[config.mk]
export PLATFORM = sky130hd
export DESIGN_NAME = ttt_move_entry_flat
export DESIGN_NICKNAME = d
export VERILOG_FILES = /design/src/rtl/ttt_move_entry_if.sv /design/src/rtl/ttt_move_entry.sv /design/src/flat_wrapper.sv
export SDC_FILE = /design/constraint.sdc
export NUM_CORES = 1
export LEC_CHECK = 0
export BUFFER_PORTS_ARGS = -buffer_cell sky130_fd_sc_hd__clkbuf_2
export CELL_PAD_IN_SITES_DETAIL_PLACEMENT = 2
export CELL_PAD_IN_SITES_GLOBAL_PLACEMENT = 2
export CORE_ASPECT_RATIO = 0.75
export CORE_MARGIN = 2
export CORE_UTILIZATION = 30
export DETAILED_ROUTE_END_ITERATION = 8
export MAX_ROUTING_LAYER = met4
export PLACE_DENSITY = 0.72
export SLEW_MARGIN = 10
export SYNTH_ARGS = -nofsm -noshare
export SYNTH_HDL_FRONTEND = slang
export SYNTH_SLANG_ARGS = --single-unit
[constraint.sdc]
create_clock -name clk -period 1.94 [get_ports clk]
set_input_delay 0.194 -clock clk [delete_from_list [all_inputs] [get_ports clk]]
set_output_delay 0.194 -clock clk [all_outputs]
set_load 0.02 [all_outputs]
[src/rtl/ttt_move_entry_if.sv]
// Core-facing move channel of ttt_move_entry: move strobe, mark and cursor out;
// core error and game-over status back in.
interface ttt_move_entry_if;
  logic       move_valid;
  logic [1:0] xoroin;
  logic [1:0] rowin;
  logic [1:0] colin;
  logic       core_err;
  logic       game_over;

  modport master (
    output move_valid, xoroin, rowin, colin,
    input  core_err, game_over
  );

  modport slave (
    input  move_valid, xoroin, rowin, colin,
    output core_err, game_over
  );
endinterface

[src/rtl/ttt_move_entry.sv]
// Pushbutton move entry for the tictactoe core: debounce, 3x3 cursor, turn tracking.
// Optional held-button auto-repeat for row/col when TTT_AUTOREPEAT_EN is defined.
module ttt_move_entry #(
  parameter int unsigned DEBOUNCE_CYCLES = 16,
  parameter int unsigned REPEAT_CYCLES   = 64
) (
  input  logic              clk,
  input  logic              reset_n,
  input  logic              btn_row,
  input  logic              btn_col,
  input  logic              btn_commit,
  input  logic              ai_mode,
  ttt_move_entry_if.master  core,
  output logic              turn,
  output logic              bad_move,
  output logic [3:0]        move_count
);

  localparam int unsigned DbW = $clog2(DEBOUNCE_CYCLES + 1);

  typedef enum logic [1:0] {StIdle, StIssue, StCheck, StLocked} state_e;

  // Button index: 0 = row, 1 = col, 2 = commit.
  logic [2:0]     btn_raw;
  logic [2:0]     sync1_q, sync2_q;
  logic [2:0]     db_q, db_d;
  logic [2:0]     press;
  logic [DbW-1:0] db_cnt_q [3];
  logic [DbW-1:0] db_cnt_d [3];

  assign btn_raw = {btn_commit, btn_col, btn_row};

  // Counter runs only while the synced value disagrees with the debounced level,
  // so any return of the synced value clears it.
  always_comb begin
    db_d  = db_q;
    press = '0;
    for (int i = 0; i < 3; i++) begin
      db_cnt_d[i] = '0;
      if (sync2_q[i] != db_q[i]) begin
        if (db_cnt_q[i] == DbW'(DEBOUNCE_CYCLES - 1)) begin
          db_d[i]  = sync2_q[i];
          press[i] = sync2_q[i];
        end else begin
          db_cnt_d[i] = db_cnt_q[i] + DbW'(1);
        end
      end
    end
  end

  always_ff @(posedge clk or negedge reset_n) begin
    if (!reset_n) begin
      sync1_q <= '0;
      sync2_q <= '0;
      db_q    <= '0;
      for (int i = 0; i < 3; i++) db_cnt_q[i] <= '0;
    end else begin
      sync1_q <= btn_raw;
      sync2_q <= sync1_q;
      db_q    <= db_d;
      for (int i = 0; i < 3; i++) db_cnt_q[i] <= db_cnt_d[i];
    end
  end

  logic row_press, col_press, commit_press;

`ifdef TTT_AUTOREPEAT_EN
  localparam int unsigned RepW = $clog2(REPEAT_CYCLES + 1);

  logic [RepW-1:0] rep_q [2];
  logic [RepW-1:0] rep_d [2];
  logic [1:0]      rep_press;

  always_comb begin
    rep_press = '0;
    for (int i = 0; i < 2; i++) begin
      rep_d[i] = '0;
      if (db_q[i]) begin
        if (rep_q[i] == RepW'(REPEAT_CYCLES - 1)) begin
          rep_press[i] = 1'b1;
        end else begin
          rep_d[i] = rep_q[i] + RepW'(1);
        end
      end
    end
  end

  always_ff @(posedge clk or negedge reset_n) begin
    if (!reset_n) begin
      for (int i = 0; i < 2; i++) rep_q[i] <= '0;
    end else begin
      for (int i = 0; i < 2; i++) rep_q[i] <= rep_d[i];
    end
  end

  assign row_press = press[0] | rep_press[0];
  assign col_press = press[1] | rep_press[1];
`else
  assign row_press = press[0];
  assign col_press = press[1];
`endif

  assign commit_press = press[2];

  state_e     state_q, state_d;
  logic [1:0] row_q, row_d, col_q, col_d;
  logic       turn_q, turn_d, bad_q, bad_d;
  logic [3:0] count_q, count_d;

  function automatic logic [1:0] inc3(input logic [1:0] v);
    return (v == 2'd2) ? 2'd0 : v + 2'd1;
  endfunction

  always_comb begin
    state_d = state_q;
    row_d   = row_q;
    col_d   = col_q;
    turn_d  = turn_q;
    bad_d   = bad_q;
    count_d = count_q;
    unique case (state_q)
      StIdle: begin
        if (core.game_over) begin
          state_d = StLocked;
        end else if (commit_press) begin
          state_d = StIssue;
        end else begin
          if (row_press) row_d = inc3(row_q);
          if (col_press) col_d = inc3(col_q);
        end
      end
      StIssue: state_d = StCheck;
      StCheck: begin
        state_d = StIdle;
        if (core.core_err) begin
          bad_d = 1'b1;
        end else begin
          bad_d   = 1'b0;
          count_d = (count_q == 4'd9) ? 4'd9 : count_q + 4'd1;
          turn_d  = ai_mode ? 1'b0 : ~turn_q;
        end
      end
      StLocked: begin
        if (!core.game_over) begin
          state_d = StIdle;
          turn_d  = 1'b0;
          count_d = 4'd0;
          bad_d   = 1'b0;
        end
      end
      default: state_d = StIdle;
    endcase
  end

  always_ff @(posedge clk or negedge reset_n) begin
    if (!reset_n) begin
      state_q <= StIdle;
      row_q   <= 2'd0;
      col_q   <= 2'd0;
      turn_q  <= 1'b0;
      bad_q   <= 1'b0;
      count_q <= 4'd0;
    end else begin
      state_q <= state_d;
      row_q   <= row_d;
      col_q   <= col_d;
      turn_q  <= turn_d;
      bad_q   <= bad_d;
      count_q <= count_d;
    end
  end

  // Strobe decoded straight from state so reset drops it asynchronously.
  assign core.move_valid = (state_q == StIssue);
  assign core.xoroin     = core.move_valid ? (turn_q ? 2'b10 : 2'b01) : 2'b00;
  assign core.rowin      = row_q;
  assign core.colin      = col_q;
  assign turn            = turn_q;
  assign bad_move        = bad_q;
  assign move_count      = count_q;

endmodule

[src/flat_wrapper.sv]
// flat-port wrapper written by rule: the top's interface ports become plain ports
module ttt_move_entry_flat 
#(
  parameter int unsigned DEBOUNCE_CYCLES = 16,
  parameter int unsigned REPEAT_CYCLES   = 64
)
  (clk, reset_n, btn_row, btn_col, btn_commit, ai_mode, turn, bad_move, move_count, core_move_valid, core_xoroin, core_rowin, core_colin, core_core_err, core_game_over);
  ttt_move_entry_if core_i ();
  input  logic clk;
  input  logic reset_n;
  input  logic btn_row;
  input  logic btn_col;
  input  logic btn_commit;
  input  logic ai_mode;
  output logic turn;
  output logic bad_move;
  output logic [3:0] move_count;
  output wire logic [$bits(core_i.move_valid)-1:0] core_move_valid;
  output wire logic [$bits(core_i.xoroin)-1:0] core_xoroin;
  output wire logic [$bits(core_i.rowin)-1:0] core_rowin;
  output wire logic [$bits(core_i.colin)-1:0] core_colin;
  input wire logic [$bits(core_i.core_err)-1:0] core_core_err;
  input wire logic [$bits(core_i.game_over)-1:0] core_game_over;
  assign core_move_valid = core_i.move_valid;
  assign core_xoroin = core_i.xoroin;
  assign core_rowin = core_i.rowin;
  assign core_colin = core_i.colin;
  assign core_i.core_err = core_core_err;
  assign core_i.game_over = core_game_over;
  ttt_move_entry #(.DEBOUNCE_CYCLES(DEBOUNCE_CYCLES), .REPEAT_CYCLES(REPEAT_CYCLES)) u_core (.clk(clk), .reset_n(reset_n), .btn_row(btn_row), .btn_col(btn_col), .btn_commit(btn_commit), .ai_mode(ai_mode), .core(core_i), .turn(turn), .bad_move(bad_move), .move_count(move_count));
endmodule
==> impl_metrics.toml, run 1 <==
[yosys]
ys_types = 31
syn_area_um2 = 1630
yosysMostFrequentCell = "dfrtp_1"
synthCells = 134
yosysTopAreaCell = "dfrtp_1"
yosys-top-cells-count = "36 x dfrtp_1, 11 x nor2_1, 9 x nor2b_1, 9 x xor2_1, 7 x inv_1"
synth_fp_nets = 147
dominantRegCellSynth = "dfrtp_1"
synth.top_cell.area_share_pct = 55.4
yosysSeqAreaShare_pct = 55.4
syn_area_per_cell_um2 = 12.1
ys_warn_count = 0
synth_edf_count = 0
synth.ff_latch_count = 36
synth-async-reset-ratio_pct = 100
synth_area_leaders = "dfrtp_1 55%, xor2_1 4.8%, ha_1 3.8%"

[min_path]
hp-class = "input pin to register"
min_from = "btn_row"

[timing]
period_needed_ns = 1.65
fin_setup_tns_ns = 0
tightest_slew_ns = 0.469
fin_skew_ns = 0.00949
slew_viol_final = 0
slew_headroom_pct = 68.7
finalHoldViolCount = 0
rsz0062_at_grt = "no"
clock.fmax_mhz = 607
finalCritPeriodShare_pct = 84.9
finalSetupViolations = 0

[layout]
area_growth_syn_to_layout_pct = 17.9
antenna_cells = 0
nets = 176
nFillCells = 573
drive_gt1_share_pct = 22.1
layout.cells.non_filler = 238

[floorplan]
rows = 23
ios = 21
core_um2 = 5300
die_width_um = 89.0
die_h_um = 67.7
start_util_pct = 30.7
dieArea_um2 = 6030

[worst_setup_path]
crit_fanout = 10
required_ns = 1.75
critical_path.most_common_cell = "nor2b_1"
critPathSlowestCell = "dfrtp_1"
critPathBufInv = 1
start_kind = "register"
r2r_start = "u_core.db_cnt_q[0]$_DFF_PN0_"
worstPathCellList = "nor2b_1 -> nor2b_1 -> clkbuf_2"
max_stage_delay_ns = 0.59
crit_family = "flip-flops"
crit_path_end_kind = "primary output"
worst_ep_arrival_time_ns = 1.45
path_class = "register to primary output"
startpoint = "u_core.state_q[0]$_DFFE_PN0P_"

[global_route]
grt_util_all_layers_pct = 13.1
antenna_found_initial = 0
overflow = 0
grt_max_degree = 37
grt_pass1_wl_um = 5740
grt_pass1_vias = 1151

[run]
drv_cap = 0

[cts]
clock_sinks = 36
htreeDepth = 2
cts_hold_buffers = 1
clk-insertion-delay-late_ns = 0.29
cts_tree = "built"
cts.repair.resized = 0
path_clk_slew_ns = 0.08
cts_buffer_depth = 2
cts_setup_buffers = 0
cts_root_buffer = "clkbuf_8"
cts_buffers = 5

[detailed_routing]
met3WireLength_um = 115
wl_met2_um = 1700
wl_per_cell_um = 14.2
dr.pass1.iters = 4
top_layer_used = "met4"
final_antenna_net_count = 0
vias = 1087
drt-vias-per-instance = 4.57
m1WireLength_um = 1510
postRouteWirelength_um = 3370
route.detailed.drc = 0
dr.first_iter.drc_count = 20

[power]
p_per_area_nw_per_um2 = 1040
irDropWorstVdd_uv = 352
leakage_nw = 0.992

[place]
port-buffer-count = 20
gp_congestion = 0.738
dp_hpwl_um = 2470
dp_cells = 228

[outcome]
status = "completed"
registers in the layout, indices dropped and copies added (netlist names):
signal	cells
u_core.bad_move	1
u_core.move_count	4
u_core.state_q	2
u_core.turn	1
u_core.db_cnt_q	15
u_core.core.colin	2
u_core.core.rowin	2
u_core.sync1_q	3
u_core.sync2_q	3
u_core.db_q	3
report_power, final:
part | leakage, nW | internal [mW] | switching (mW)
combinational | 0.482 | 0.218 | 0.285
clock | 0.0410 | 0.244 | 0.263
sequential | 0.468 | 0.841 | 0.141
total | 0.992 | 1.30 | 0.689
final cells by class:
cell class	count	area (um^2)	share of cell area [%]
timing repair buffer	24	138	7.18
clock inverter	1	5.00	0.261
sequential	36	901	47.0
clock buffer	6	72.6	3.79
inverter	7	26.3	1.37
tap	75	93.8	4.90
multi-input combinational	89	679	35.5
path summary, 6_finish.rpt:
path                       cells past startpoint                               end  slack (ns)
max                                            3                    core_xoroin[0]        0.29
min                                            1       u_core.sync1_q[0]$_DFF_PN0_        0.02
max reg2reg                                    4  u_core.core.colin[1]$_DFFE_PN0P_        0.39
min reg2reg                                    0       u_core.sync2_q[1]$_DFF_PN0_        0.36
max in group asynchronous                      3      u_core.db_cnt_q[8]$_DFF_PN0_        1.12
min in group asynchronous                      3      u_core.db_cnt_q[9]$_DFF_PN0_        0.49
per-stage QoR:
stage	instance area (um^2)	utilization (%)	worst slack [ns]	power, mW	hold slack, ns
2_1_floorplan	1630	-	0.482	1.35	-0.102
3_3_place_gp	1810	34.1	0.486	1.47	0.264
3_5_place_dp	1810	34.1	0.372	1.51	0.268
4_1_cts	1900	35.8	0.268	2.02	0.000293
5_1_grt	1920	36.2	0.146	2.13	0.0105
6_report	1920	36.2	0.292	1.99	0.0220
worst reg2reg max path: cells and delay by family, from the launching register on:
kind                     cells  cell delay, ns
multiplexers                 1            0.35
adder cells (fa/ha/maj)      1            0.27
AND/OR/NAND/NOR              1            0.17
flip-flops                   1            0.38
AO/OA/AOI/OAI                1            0.26
kinds of logic after synthesis:
family | after synthesis | synth area share (%)
flops | 36 | 55.4
xor+xnor | 9 | 4.85
simple gates | 49 | 18.2
fa+ha+maj | 5 | 3.85
mux | 8 | 5.54
buf+inv | 9 | 2.77
compound gates | 18 | 9.39
per-layer routing:
layer / track usage, % / vias up
met2: 20.2 / 14
met1: 16.2 / 553
met5: - / -
met3: 4.03 / 7
met4: 5.04 / 0
li1: - / 513
placed cells by master (no fill, tap or decap):
cell type / n
dfrtp_1: 36
clkbuf_2: 20
nor2_1: 11
nor2b_1: 9
xor2_1: 9
inv_1: 7
nand2_1: 6
nand3_1: 5
and2_1: 5
mux2_1: 5
ha_1: 5
clkbuf_8: 5
o21ai_0: 3
and3_1: 3
nand2b_1: 3
o2bb2ai_1: 3
mux2_2: 3
dlygate4sd3_1: 3
a31oi_1: 2
and4b_1: 2
o2111ai_2: 2
a21oi_1: 2
a22o_1: 2
nand4b_4: 1
nor3_4: 1
a21boi_4: 1
nand2_2: 1
nand3b_1: 1
nor3b_1: 1
o311ai_1: 1
o22ai_1: 1
a211oi_1: 1
clkinv_2: 1
clkbuf_1: 1
buf_4: 1
Note: power is estimated with default switching activity, not from simulation.
==> run 2: changes to the inputs <==
PLACE_DENSITY = 0.74   (was 0.72)
clock period = 1.5 ns   (was 1.94 ns; I/O delays follow)
==> run 2 against run 1 <==
Clock skew fell by 0.0028 ns. Final area up 10%. Die area is the same. Combinational power up 71%. Critical endpoint is now u_core.core.colin[1]$_DFFE_PN0P_.
==> impl_metrics.toml, run 2 (synthesis gave the netlist of run 1 again) <==
[timing]
period_needed_ns = 1.45
finalHoldViolCount = 0
finalCritPeriodShare_pct = 96.9
fin_skew_ns = 0.00674
tightest_slew_ns = 0.463
clock.fmax_mhz = 688
slew_viol_final = 0
slew_headroom_pct = 69.2
finalSetupViolations = 0

[floorplan]
die_width_um = 89.0
start_util_pct = 30.7
rows = 23
ios = 21
core_um2 = 5300
die_h_um = 67.7
dieArea_um2 = 6030

[power]
total_power_mw = 2.81
p_sw_mw = 0.948
pwr-share-clk_pct = 25.7
netSwitchingFraction_pct = 33.8
seqPwrFrac_pct = 43.7
intPower_mw = 1.86
leakage_nw = 1.06
irDropWorstVdd_uv = 486
p_per_area_nw_per_um2 = 1330
p_comb_share_pct = 30.6

[worst_setup_path]
worst_ep_arrival_time_ns = 1.63
crit_fanout = 3
r2r_start = "u_core.db_cnt_q[5]$_DFF_PN0_"
start_kind = "register"
startpoint = "u_core.db_cnt_q[5]$_DFF_PN0_"
required_ns = 1.67
path_class = "register to register"
crit_path_end_kind = "register"

[outcome]
status = "completed"

[layout]
largest_reg_flops = 15
mostFrequentLayoutCells = "34 x dfrtp_1, 18 x clkbuf_2, 14 x buf_4"
area_growth_syn_to_layout_pct = 29.8
nFillCells = 565
top_register = "u_core.db_cnt_q"
nets = 189
drive_gt1_share_pct = 33.3
final_common_cell = "dfrtp_1"
layout.cells.non_filler = 252
antenna_cells = 0
utilization_pct = 39.8

[global_route]
grt_util_all_layers_pct = 14.8
overflow = 0
grt_pass1_wl_um = 6280
grt_pass1_vias = 1269
grt_max_degree = 37
antenna_found_initial = 0

[cts]
clk-insertion-delay-late_ns = 0.29
path_clk_slew_ns = 0.07
cts_tree = "built"
cts_buffer_depth = 2
cts_root_buffer = "clkbuf_8"
cts_buffers = 5
clock_sinks = 36
htreeDepth = 2

[place]
port-buffer-count = 20
dp_cells = 231
dp_hpwl_um = 2720
gp_congestion = 0.784

[min_path]
hp-class = "input pin to register"
min_from = "core_core_err"

[detailed_routing]
route.detailed.drc = 0
postRouteWirelength_um = 3770
vias = 1142
final_antenna_net_count = 0
wl_per_cell_um = 15.0
dr.first_iter.drc_count = 57
drt-vias-per-instance = 4.53
dr.pass1.iters = 4

[run]
drv_cap = 0
-- run 2: critical path, stage by stage (launching register included) --
cell       delay [ns]
dfrtp_1          0.37
ha_2             0.21
and4b_2          0.27
o2111ai_4        0.15
mux2_4           0.34
-- run 2: worst paths after layout --
path	endpoint	slack (ns)	cells past startpoint
worst max-delay path	u_core.core.colin[1]$_DFFE_PN0P_	0.05	4
worst min-delay path	u_core.bad_move$_DFFE_PN0P_	0.14	3
worst max register to register	u_core.core.colin[1]$_DFFE_PN0P_	0.05	4
worst min register to register	u_core.sync2_q[1]$_DFF_PN0_	0.35	0
max in group asynchronous	u_core.state_q[0]$_DFFE_PN0P_	0.72	3
min in group asynchronous	u_core.bad_move$_DFFE_PN0P_	0.43	3
-- run 2: per-stage QoR --
stage               worst slack (ns)  hold slack (ns)  setup TNS [ns]  instance area (um^2)
floorplan                     0.0859           -0.146               0                  1630
global placement              0.0827            0.213               0                  1830
detailed placement           -0.0355            0.229         -0.0674                  1830
CTS                          0.00468            0.130               0                  2030
global route                -0.00946            0.137         -0.0159                  2110
finish                        0.0467            0.137               0                  2110
-- run 2: routing by layer --
metal	wire length (um)	GRT usage, %
met5	0	-
met4	53	5.60
met3	107	4.03
met2	2040	25.5
met1	1570	16.5
-- run 2: power by group through the flow --
stage,clock [mW],sequential [mW],combinational (mW)
2_1_floorplan,0,1.27,0.476
3_3_place_gp,0,1.26,0.674
3_5_place_dp,0,1.28,0.714
5_1_grt,0.803,1.25,0.954
4_1_cts,0.748,1.22,0.836
6_report,0.722,1.23,0.859
-- run 2: final cells by class --
cell class	count	area, um^2	share of cell area, %
multi-input combinational	89	749	35.5
sequential	36	903	42.8
timing repair buffer	37	246	11.7
clock buffer	8	90.1	4.27
inverter	7	26.3	1.25
tap	75	93.8	4.45
-- run 2: timing repair --
action,4_1_cts,5_1_grt
buffers inserted,4,5
pin swaps,2,4
gates resized for setup,10,11
endpoints found under the setup margin,6,6
hold buffers,4,0
endpoints found under the hold margin,39,0
